--- src/rtl/dl_shift_pkg.sv ---
// Shared shift-unit encodings: operation codes and iterative-shifter FSM states.
package dl_shift_pkg;

   typedef enum logic [1:0] {
      SHIFT_SLL  = 2'b00,
      SHIFT_SRL  = 2'b01,
      SHIFT_SRA  = 2'b10,
      SHIFT_PASS = 2'b11
   } shift_op_t;

   typedef enum logic [1:0] {
      ST_IDLE  = 2'b00,
      ST_SHIFT = 2'b01,
      ST_DONE  = 2'b10
   } shift_state_t;

endpackage

--- src/rtl/dl_shift_step.sv ---
// Combinational single-position shift: SLL/SRL zero fill, SRA replicates the MSB, PASS is identity.
module dl_shift_step
   import dl_shift_pkg::*;
#(
   parameter int unsigned NUM_BITS = 32
) (
   input  logic [NUM_BITS-1:0] data,
   input  shift_op_t           op,
   output logic [NUM_BITS-1:0] result
);

   always_comb begin
      result = data;
      case (op)
         SHIFT_SLL: result = {data[NUM_BITS-2:0], 1'b0};
         SHIFT_SRL: result = {1'b0, data[NUM_BITS-1:1]};
         SHIFT_SRA: result = {data[NUM_BITS-1], data[NUM_BITS-1:1]};
         default:   result = data;
      endcase
   end

endmodule

--- src/rtl/dl_shift_serial.sv ---
// Iterative shifter: one bit position per clock, valid/ready on request and result sides.
module dl_shift_serial
   import dl_shift_pkg::*;
#(
   parameter int unsigned NUM_BITS       = 32,
   parameter int unsigned NUM_SHIFT_BITS = $clog2(NUM_BITS)
) (
   input  logic                      clk,
   input  logic                      rst,
   input  logic                      in_val,
   output logic                      in_rdy,
   input  logic [1:0]                op,
   input  logic [NUM_BITS-1:0]       in,
   input  logic [NUM_SHIFT_BITS-1:0] shift,
   output logic                      out_val,
   input  logic                      out_rdy,
   output logic [NUM_BITS-1:0]       out,
   output logic                      busy
);

   shift_state_t              state, state_next;
   shift_op_t                 op_r, op_next;
   logic [NUM_BITS-1:0]       data, data_next, step_data;
   logic [NUM_SHIFT_BITS-1:0] count, count_next;

   dl_shift_step #(.NUM_BITS(NUM_BITS)) u_step (
      .data   (data),
      .op     (op_r),
      .result (step_data)
   );

   always_comb begin
      state_next = state;
      op_next    = op_r;
      data_next  = data;
      count_next = count;
      case (state)
         ST_IDLE: begin
            if (in_val && in_rdy) begin
               data_next  = in;
               op_next    = shift_op_t'(op);
               count_next = shift;
               if (shift == '0 || shift_op_t'(op) == SHIFT_PASS)
                  state_next = ST_DONE;
               else
                  state_next = ST_SHIFT;
            end
         end
         ST_SHIFT: begin
            data_next  = step_data;
            count_next = count - NUM_SHIFT_BITS'(1);
            if (count == NUM_SHIFT_BITS'(1))
               state_next = ST_DONE;
         end
         ST_DONE: begin
            if (out_rdy)
               state_next = ST_IDLE;
         end
         default: state_next = ST_IDLE;
      endcase
   end

   // Status outputs are flopped from the next state so they stay pure register outputs.
   always_ff @(posedge clk or posedge rst) begin
      if (rst) begin
         state   <= ST_IDLE;
         op_r    <= SHIFT_SLL;
         data    <= '0;
         count   <= '0;
         in_rdy  <= 1'b1;
         out_val <= 1'b0;
         busy    <= 1'b0;
      end else begin
         state   <= state_next;
         op_r    <= op_next;
         data    <= data_next;
         count   <= count_next;
         in_rdy  <= (state_next == ST_IDLE);
         out_val <= (state_next == ST_DONE);
         busy    <= (state_next != ST_IDLE);
      end
   end

   assign out = data;

endmodule

--- config.mk ---
export PLATFORM = sky130hd
export DESIGN_NAME = dl_shift_serial
export DESIGN_NICKNAME = d
export VERILOG_FILES = /design/src/rtl/dl_shift_pkg.sv /design/src/rtl/dl_shift_step.sv /design/src/rtl/dl_shift_serial.sv
export SDC_FILE = /design/constraint.sdc
export NUM_CORES = 1
export LEC_CHECK = 0
export ABC_AREA = 1
export BUFFER_PORTS_ARGS = -buffer_cell sky130_fd_sc_hd__buf_4
export CAP_MARGIN = 10
export CORE_UTILIZATION = 37
export DETAILED_ROUTE_END_ITERATION = 10
export GPL_TIMING_DRIVEN = 0
export PLACE_DENSITY_LB_ADDON = 0.12
export SETUP_SLACK_MARGIN = 0.15
export SYNTH_ARGS = -nofsm -noshare
export SYNTH_HDL_FRONTEND = slang
export SYNTH_SLANG_ARGS = --single-unit
--- constraint.sdc ---
create_clock -name clk -period 2.26 [get_ports clk]
set_clock_uncertainty 0.15 [all_clocks]
set_input_delay 0.339 -clock clk [delete_from_list [all_inputs] [get_ports clk]]
set_output_delay 0.339 -clock clk [all_outputs]
set_load 0.02 [all_outputs]
==> results of run 1 <==
placed cells by master, fill, tap and decap left out:
cell type      count
nand2_1          277
buf_4             79
dfrtp_1           43
o21ai_0           40
nor2_1            19
buf_2             12
inv_1             11
clkbuf_8           7
clkbuf_2           6
nand3_1            6
ha_1               5
inv_2              3
nor2_2             3
clkbuf_1           3
o21ai_2            2
a21oi_1            2
nand3b_1           2
nand2_2            1
a31oi_1            1
o21ai_1            1
dlygate4sd3_1      1
dfstp_2            1
buf_12             1
worst max path at each step:
stage,start,endpoint,slack (ns)
after global routing,op_r[0],out[6],0.17
after global placement,rst,out[7],0.001
after CTS,op_r[0],out[17],0.32
final,op_r[0],out[13],0.41
after detailed placement,op_r[0],out[17],0.35
after floorplan,op_r[0],out[10],0.64
logic make-up (layout without fill, tap and decap cells):
logic type,count (synthesis),count (layout),share of synthesized area [%]
adder cells (fa/ha/maj),5,5,2.28
AO/OA/AOI/OAI,46,46,8.70
flip-flops,44,44,40.1
buffers and inverters,37,123,5.88
AND/OR/NAND/NOR,308,308,43.0
worst max-delay path, stage by stage, from the launching register on:
cell and delay [ns]:
dfrtp_1 0.36, inv_1 0.07, ha_1 0.24, nor2_1 0.24, clkbuf_1 0.34, o21ai_0 0.13, nand2_1 0.07, nand2_1 0.05
nand2_1 0.05, nand2_1 0.04
per-layer routing:
| metal | vias up | track usage (%) | part of all wire (%) |
|---|---|---|---|
| met5 | - | 0 | 0 |
| met2 | 73 | 32.7 | 45 |
| li1 | 1524 | - | - |
| met3 | 4 | 2.83 | 5.3 |
| met4 | 0 | 3.81 | 0.56 |
| met1 | 1316 | 27.9 | 49 |
flip-flops by register name, summed over array words and instances (netlist names):
name     count
busy         1
count        5
in_rdy       1
op_r         2
out         32
out_val      1
state        2
through the flow:
step	util [%]	power [mW]	std cells	hold slack, ns
6_report	49.7	5.96	625	0.108
3_5_place_dp	48.1	5.43	617	0.123
5_1_grt	49.7	6.62	625	0.127
2_1_floorplan	-	4.18	440	0.310
3_3_place_gp	47.8	5.37	616	0.347
4_1_cts	49.5	5.99	625	0.108
power by group through the flow:
| stage | Clock [mW] | Combinational (mW) | Sequential (mW) |
|---|---|---|---|
| detailed placement | 0 | 3.87 | 1.56 |
| CTS | 0.564 | 3.88 | 1.55 |
| global placement | 0 | 3.82 | 1.55 |
| floorplan | 0 | 2.36 | 1.81 |
| global route | 0.589 | 4.42 | 1.61 |
| finish | 0.555 | 3.87 | 1.54 |
timing repair:
item                       in CTS  in global routing
setup endpoints to repair       0                 14
gates resized for setup         0                 12
hold buffers                    1                  0
hold endpoints to repair        6                  0
cell type report:
class,instances,area (µm²)
clock buffer,7,96.3
multi-input combinational,359,1480
inverter,14,52.6
buffer,23,116
tap,99,124
sequential,44,1100
fill,775,3630
timing repair buffer,79,608
==> results.ini, run 1 <==
[outcome]
outcome = finished, final reports clean

[finish]
fin_area_um2 = 3580
area_growth_syn_to_layout_pct = 30.4
final_nets = 574
n_antenna_cell = 0
drive_above_1_share_pct = 21.9

[setup_path]
end_kind = register
required_ns = 2.30
crit_path_max_fanout = 10
worstSetupPathType = reg2reg
timing.rr.start = op_r[0]
startpoint_type = register
r2r.worst_path.cells = 9
r2r_slack_ns = 0.41
rr_endpoint = out[13]
crit_arrival_ns = 1.89

[global_route]
grt_pass1_wl_mm = 12.0
antenna_found_initial = 0
grtUsageTotal_pct = 19.8
overflow = 0
grt_max_degree = 38
grt_pass1_vias = 2528

[routing]
avgRoutedWirePerCell_um = 11.7
drt_pass1_iterations = 4
drc = 0
drt-vias-per-instance = 4.67
antenna_left = 0
drtIter0Drc = 118
drt-total-wl_mm = 7.32
via_count = 2917

[yosys]
synth.top_cells.by_area = dfrtp_1 39%, nand2_1 38%, o21ai_0 7.3%
synth_seq_area_share_pct = 40.1
yosys_warnings = 0
syn_nets = 488
synth_async_sr_flop_share_pct = 100
synth_top_cell_by_area = dfrtp_1
synth_area_per_cell_um2 = 6.24
synth_common_cells = 277 x nand2_1, 43 x dfrtp_1, 40 x o21ai_0
synth_edf_count = 0
yosys.area.top_type_share_pct = 39.2
synth_cell_types = 19
ys_ff_latch = 44
netlist_area_um2 = 2750
yosys.cell_count.top_type = nand2_1
synth_ff_type = dfrtp_1
syn_inst = 440

[timing]
setup_ws_ns = 0.413
max_slew_margin_pct = 66.7
hold_viol_final = 0
period_needed_ns = 1.85
worstMarginPinSlew_ns = 0.499
setup_viol = 0
period_share_pct = 81.7
drv_slew = 0
fmax_mhz = 542
setup_tns_ns = 0
rsz0062_at_grt = no

[floorplanning]
io_pins = 78
core_area_um2 = 7210
rows = 31
die_x_um = 88.2
die_area_um2 = 7770
die_h_um = 88.2
start_util_pct = 38.1

[placement]
placed_area_um2 = 3470
portBuffers = 77
place_congestion = 0.759
dp_hpwl_mm = 5.19
dp_slack_ns = 0.354

[power]
swShare_pct = 52.7
p_per_area_nw_per_um2 = 1670
comb_power_share_pct = 64.8
p_int_mw = 2.82
switchingPower_mw = 3.14
clkPwrFrac_pct = 9.3
peakVddDrop_mv = 0.640
p_leak_nw = 2.00
pwr-share-seq_pct = 25.9

[clock_tree]
clkTransAtPathRegs_ns = 0.09
cts_max_path_buffers = 2
cts_setup_buffers = 0
clock-sinks = 44
htreeDepth = 2
tritoncts = built
cts_buffers = 5
clock-root-buffer = clkbuf_8
worstSkewPairLatency_ns = 0.29

[worst_hold_path]
hp-start = op[1]
hp-class = in2reg
hold_depth = 3
hold_path_end = op_r[1]

[run]
drv_cap = 0

No activity file was read; power rests on OpenSTA's default activity.
==> run 2: changes to the inputs <==
==> constraint.sdc (replaced) <==
create_clock -name clk -period 1.76 [get_ports clk]
set_clock_uncertainty 0.15 [all_clocks]
set_input_delay 0.264 -clock clk [delete_from_list [all_inputs] [get_ports clk]]
set_output_delay 0.264 -clock clk [all_outputs]
set_load 0.02 [all_outputs]
==> results.ini, run 2 (same netlist as run 1, synthesis figures left out) <==
[outcome]
outcome = finished, final reports clean

[routing]
drt-vias-per-instance = 4.67  ; about the same
drt_pass1_iterations = 4  ; unchanged
drtIter0Drc = 152  ; +29%
via_count = 2961  ; +1.5%
drc = 0  ; unchanged
antenna_left = 0  ; unchanged
avgRoutedWirePerCell_um = 12.3  ; +5.5%
drt-total-wl_mm = 7.83  ; +7.0%

[timing]
max_slew_margin_pct = 79.2  ; +12 points
period_share_pct = 94.2  ; +12 points
worstMarginPinSlew_ns = 0.312  ; -0.187 ns
hold_viol_final = 0  ; unchanged
setup_ws_ns = 0.103  ; -0.310 ns
rsz0062_at_grt = yes
period_needed_ns = 1.66  ; -0.190 ns
hold_slack_ns = 0.0354  ; -0.0727 ns
drv_slew = 0  ; unchanged
fmax_mhz = 603  ; +11%
setup_viol = 0  ; unchanged

[clock_tree]
clock-root-buffer = clkbuf_8
htreeDepth = 2  ; unchanged
cts_buffers = 5  ; unchanged
tritoncts = built
cts_max_path_buffers = 2  ; unchanged
worstSkewPairLatency_ns = 0.29  ; about the same
clock-sinks = 44  ; unchanged
clkTransAtPathRegs_ns = 0.09  ; about the same

[global_route]
antenna_found_initial = 0  ; unchanged
grtUsageTotal_pct = 20.2  ; +0.36 points
grt_pass1_vias = 2564  ; +1.4%
overflow = 0  ; unchanged
grt_pass1_wl_mm = 12.3  ; +1.9%
grt_max_degree = 38  ; unchanged

[setup_path]
required_ns = 1.85  ; -0.45 ns
crit_path_top_delay_cell = dfrtp_1
worstPathCellList = buf_4 -> ha_4 -> nor2_4 -> nand2_4 -> o21ai_4 -> buf_4 -> nand2_1 -> nand2_1
worstSetupPathType = reg2reg
slowest_delay_ns = 0.40  ; +0.04 ns
crit_arrival_ns = 1.75  ; -0.14 ns
startpoint_type = register
crit_path_max_fanout = 10  ; unchanged
cp.buffers_inverters = 2  ; unchanged
path_delay_family = flip-flops
end_kind = register

[finish]
n_fill_cell = 724  ; -6.6%
area_growth_syn_to_layout_pct = 42.2
drive_above_1_share_pct = 26.5  ; +4.7 points
layout_common_cells = 275 x nand2_1, 88 x buf_4, 42 x dfrtp_1, 29 x o21ai_0, 14 x nor2_1
fin_area_um2 = 3910  ; +9.0%
final_util_pct = 54.1  ; +4.5 points
final_common_cell = nand2_1
n_antenna_cell = 0  ; unchanged
largest_register_ffs = 32  ; unchanged
final_nets = 583  ; +1.6%

[placement]
portBuffers = 77  ; unchanged
place_congestion = 0.759  ; unchanged
placed_area_um2 = 3470  ; unchanged
dp_hpwl_mm = 5.19  ; unchanged
dp_slack_ns = -0.146  ; -0.500 ns

[power]
peakVddDrop_mv = 0.943  ; +47%
p_leak_nw = 2.12  ; +5.8%
p_per_area_nw_per_um2 = 2290  ; +38%

[floorplanning]
core_area_um2 = 7210  ; unchanged
die_area_um2 = 7770  ; unchanged
die_h_um = 88.2  ; unchanged
rows = 31  ; unchanged
start_util_pct = 38.1  ; unchanged
die_x_um = 88.2  ; unchanged
io_pins = 78  ; unchanged

[run]
drv_cap = 0  ; unchanged

[worst_hold_path]
hp-class = in2reg

==> run 2: cell types whose count changed in the layout (fill, tap and decap cells not counted), sizes merged <==
cell    delta
buf       +14
clkbuf     -5
==> run 2: worst paths after layout <==
check / cells past startpoint / slack [ns] / startpoint / endpoint
max reg2reg: 8 / 0.10 / op_r[0] / out[1]
min in group asynchronous: 3 / 0.27 / rst / busy
min: 3 / 0.04 / op[1] / op_r[1]
min reg2reg: 2 / 0.37 / out[0] / out[0]
max in group asynchronous: 4 / 0.73 / rst / count[3]
max: 8 / 0.10 / op_r[0] / out[1]
==> run 2: power breakdown <==
group,internal [mW],leakage (nW),switching (mW)
Combinational,2.64,1.52,3.60
Clock,0.351,0.0503,0.362
Sequential,1.52,0.550,0.485
==> run 2: final cells by class <==
type,instances,area [µm²],area share [%]
Buffer,23,231,5.93
Multi-Input combinational cell,359,1590,40.6
Timing Repair Buffer,88,706,18.1
Inverter,14,57.6,1.47
Sequential cell,44,1100,28.3
Clock buffer,7,96.3,2.47
Tap cell,99,124,3.17
==> run 2: metrics by stage <==
| step | power [mW] | TNS (ns) | instances |
|---|---|---|---|
| final | 8.96 | 0 | 634 |
| after CTS | 8.23 | 0 | 626 |
| after detailed placement | 6.97 | -3.09 | 617 |
| after global placement | 6.90 | -20.72 | 616 |
| after global routing | 9.79 | 0 | 634 |
| after floorplan | 5.36 | 0 | 440 |
==> run 2: what timing repair did <==
item                                    in CTS  in global routing
endpoints found under the setup margin      32                 37
resized for setup                           44                 44
cloned                                       0                  3
hold buffers                                 1                  0
pin swaps                                    3                  5
buffers inserted                             1                  5
hold endpoints to repair                     7                  0
==> run 2: worst min-delay path, delay by kind of cell <==
kind	cells	cell delay (ns)
buffers and inverters	1	0.08
AO/OA/AOI/OAI	1	0.06
AND/OR/NAND/NOR	1	0.04
==> run 2: layer usage <==
layer  part of all wire (%)  vias up  global-route usage (%)
met1                     49     1347                    28.2
met3                    4.2        5                    3.11
met4                   0.61        0                    4.69
li1                       -     1538                       -
met5                      0        -                       0
met2                     46       71                    32.9
==> run 3: changes to the inputs <==
--- a/config.mk
+++ b/config.mk
@@ -6,7 +6,7 @@
 export NUM_CORES = 1
 export LEC_CHECK = 0
 export ABC_AREA = 1
-export BUFFER_PORTS_ARGS = -buffer_cell sky130_fd_sc_hd__buf_4
+export BUFFER_PORTS_ARGS = -buffer_cell sky130_fd_sc_hd__buf_2
 export CAP_MARGIN = 10
 export CORE_UTILIZATION = 37
 export DETAILED_ROUTE_END_ITERATION = 10
==> results.ini, run 3 (same netlist as run 1, synthesis figures left out) <==
[outcome]
outcome = finished, final reports clean

[clock_tree]
tritoncts = built
cts_max_path_buffers = 2  ; unchanged
worstSkewPairLatency_ns = 0.30  ; about the same
clkTransAtPathRegs_ns = 0.09  ; about the same
cts_buffers = 5  ; unchanged
htreeDepth = 2  ; unchanged
clock-sinks = 44  ; unchanged
clock-root-buffer = clkbuf_8

[power]
pwr-share-seq_pct = 22.7  ; +0.3 points
finalPower_mw = 8.73  ; -2.6%
switchingPower_mw = 4.49  ; +0.88%
p_leak_nw = 2.04  ; -3.4%
p_per_area_nw_per_um2 = 2370  ; +3.3%
comb_power_share_pct = 70.0  ; +0.3 points
p_int_mw = 4.24  ; -6.0%
peakVddDrop_mv = 0.888  ; -5.8%
swShare_pct = 51.4  ; +1.8 points
clkPwrFrac_pct = 7.3  ; -0.7 points

[finish]
largest_register_ffs = 32  ; unchanged
n_antenna_cell = 0  ; unchanged
final_common_cell = nand2_1
final_util_pct = 51.1  ; -3.1 points
drive_above_1_share_pct = 26.2  ; -0.37 points
fin_cells = 634  ; unchanged
area_growth_syn_to_layout_pct = 34.2
final_nets = 582  ; -0.17%
layout_common_cells = 274 x nand2_1, 81 x buf_2, 42 x dfrtp_1, 26 x o21ai_0, 15 x o21ai_1

[setup_path]
worstPathCellList = nand2_2 -> nor2_2 -> nor2_2 -> nor2_4 -> buf_4 -> nand2_1 -> nand2_1
rr_endpoint = out[11]
crit_arrival_ns = 1.76  ; about the same
startpoint_type = register
crit_path_top_delay_cell = dfstp_2
timing.rr.start = in_rdy
r2r.worst_path.cells = 7  ; -1
worstSetupPathType = reg2reg
required_ns = 1.86  ; about the same
end_kind = register
path_delay_family = simple AND/OR/NAND/NOR gates
r2r_slack_ns = 0.1  ; about the same
slowest_delay_ns = 0.54  ; +0.14 ns
cp.buffers_inverters = 1  ; -1
crit_path_max_fanout = 7  ; -3

[floorplanning]
rows = 31  ; unchanged
die_x_um = 88.2  ; unchanged
die_h_um = 88.2  ; unchanged
core_area_um2 = 7210  ; unchanged
die_area_um2 = 7770  ; unchanged
io_pins = 78  ; unchanged
start_util_pct = 38.1  ; unchanged

[global_route]
overflow = 0  ; unchanged
grt_pass1_wl_mm = 12.6  ; +3.0%
grtUsageTotal_pct = 20.7  ; +0.54 points
grt_max_degree = 25  ; -34%
antenna_found_initial = 0  ; unchanged
grt_pass1_vias = 2733  ; +6.6%

[worst_hold_path]
hold_path_end = op_r[0]
hold_depth = 3  ; unchanged
hp-class = in2reg
hp-start = op[0]

[routing]
drt-total-wl_mm = 7.95  ; +1.6%
antenna_left = 0  ; unchanged
drt-vias-per-instance = 4.72  ; +1.1%
drtIter0Drc = 112  ; -26%
drt_pass1_iterations = 5  ; +1
drc = 0  ; unchanged
via_count = 2994  ; +1.1%
avgRoutedWirePerCell_um = 12.5  ; +1.6%

[placement]
dp.cells = 617  ; unchanged
dp_hpwl_mm = 5.34  ; +2.9%
portBuffers = 77  ; unchanged
dp_slack_ns = -0.167  ; -0.0213 ns
place_congestion = 0.780  ; +2.8%

[timing]
drv_slew = 0  ; unchanged
rsz0062_at_grt = yes
fmax_mhz = 602  ; -0.21%
hold_viol_final = 0  ; unchanged
period_share_pct = 94.4  ; +0.20 points
setup_ws_ns = 0.0994  ; -0.00357 ns
period_needed_ns = 1.66  ; +0.00357 ns
hold_slack_ns = 0.0407  ; +0.00529 ns
setup_viol = 0  ; unchanged
worstMarginPinSlew_ns = 0.484  ; +0.173 ns
max_slew_margin_pct = 67.7  ; -12 points

[run]
drv_cap = 0  ; unchanged

-- run 3: layer usage --
layer  global-route usage [%]  vias up  share of wire (%)
met2                     34.5       90                 46
met4                     4.69        0                1.0
met5                        0        -                  0
met3                     3.39        7                4.9
li1                         -     1542                  -
met1                     28.3     1355                 48
-- run 3: worst max path at each step --
stage | from | to | slack (ns) | cells past startpoint
CTS | in_rdy | out[18] | 0.12 | 6
global placement | rst | out[7] | -0.43 | 2
finish | in_rdy | out[11] | 0.1 | 7
floorplan | op_r[0] | out[10] | 0.14 | 10
detailed placement | op_r[0] | out[13] | -0.17 | 10
global route | op_r[1] | out[23] | -0.003 | 9
-- run 3: power by group through the flow --
stage / Clock (mW) / Sequential [mW] / Combinational, mW
global placement: 0 / 1.97 / 4.70
CTS: 0.659 / 1.97 / 5.33
floorplan: 0 / 2.33 / 3.03
global route: 0.694 / 2.05 / 6.87
finish: 0.640 / 1.98 / 6.11
detailed placement: 0 / 1.98 / 4.79
-- run 3: area by class of cell --
| class | instances | area [µm²] |
|---|---|---|
| Inverter | 14 | 57.6 |
| Clock inverter | 1 | 5.00 |
| Multi-Input combinational cell | 359 | 1590 |
| Timing Repair Buffer | 87 | 500 |
| Fill cell | 772 | 3530 |
| Clock buffer | 7 | 76.3 |
| Buffer | 23 | 233 |
| Tap cell | 99 | 124 |
| Sequential cell | 44 | 1100 |
-- run 3: worst reg2reg max path: cells and delay by family, from the launching register on --
kind / cells / cell delay [ns]
buf+inv: 1 / 0.21
flops: 1 / 0.54
simple gates: 6 / 0.71
-- run 3: timing repair --
action,CTS,global route
resized for setup,42,54
hold buffers,1,0
endpoints found under the hold margin,20,0
endpoints found under the setup margin,32,35
pin swaps,1,9
cloned,0,4
setup buffers,1,3
-- run 3: per-stage QoR --
stage               TNS [ns]  cell area, µm²
CTS                        0            3510
finish                     0            3680
global route        -0.00252            3680
floorplan                  0            2750
global placement      -21.23            3260
detailed placement     -3.33            3280
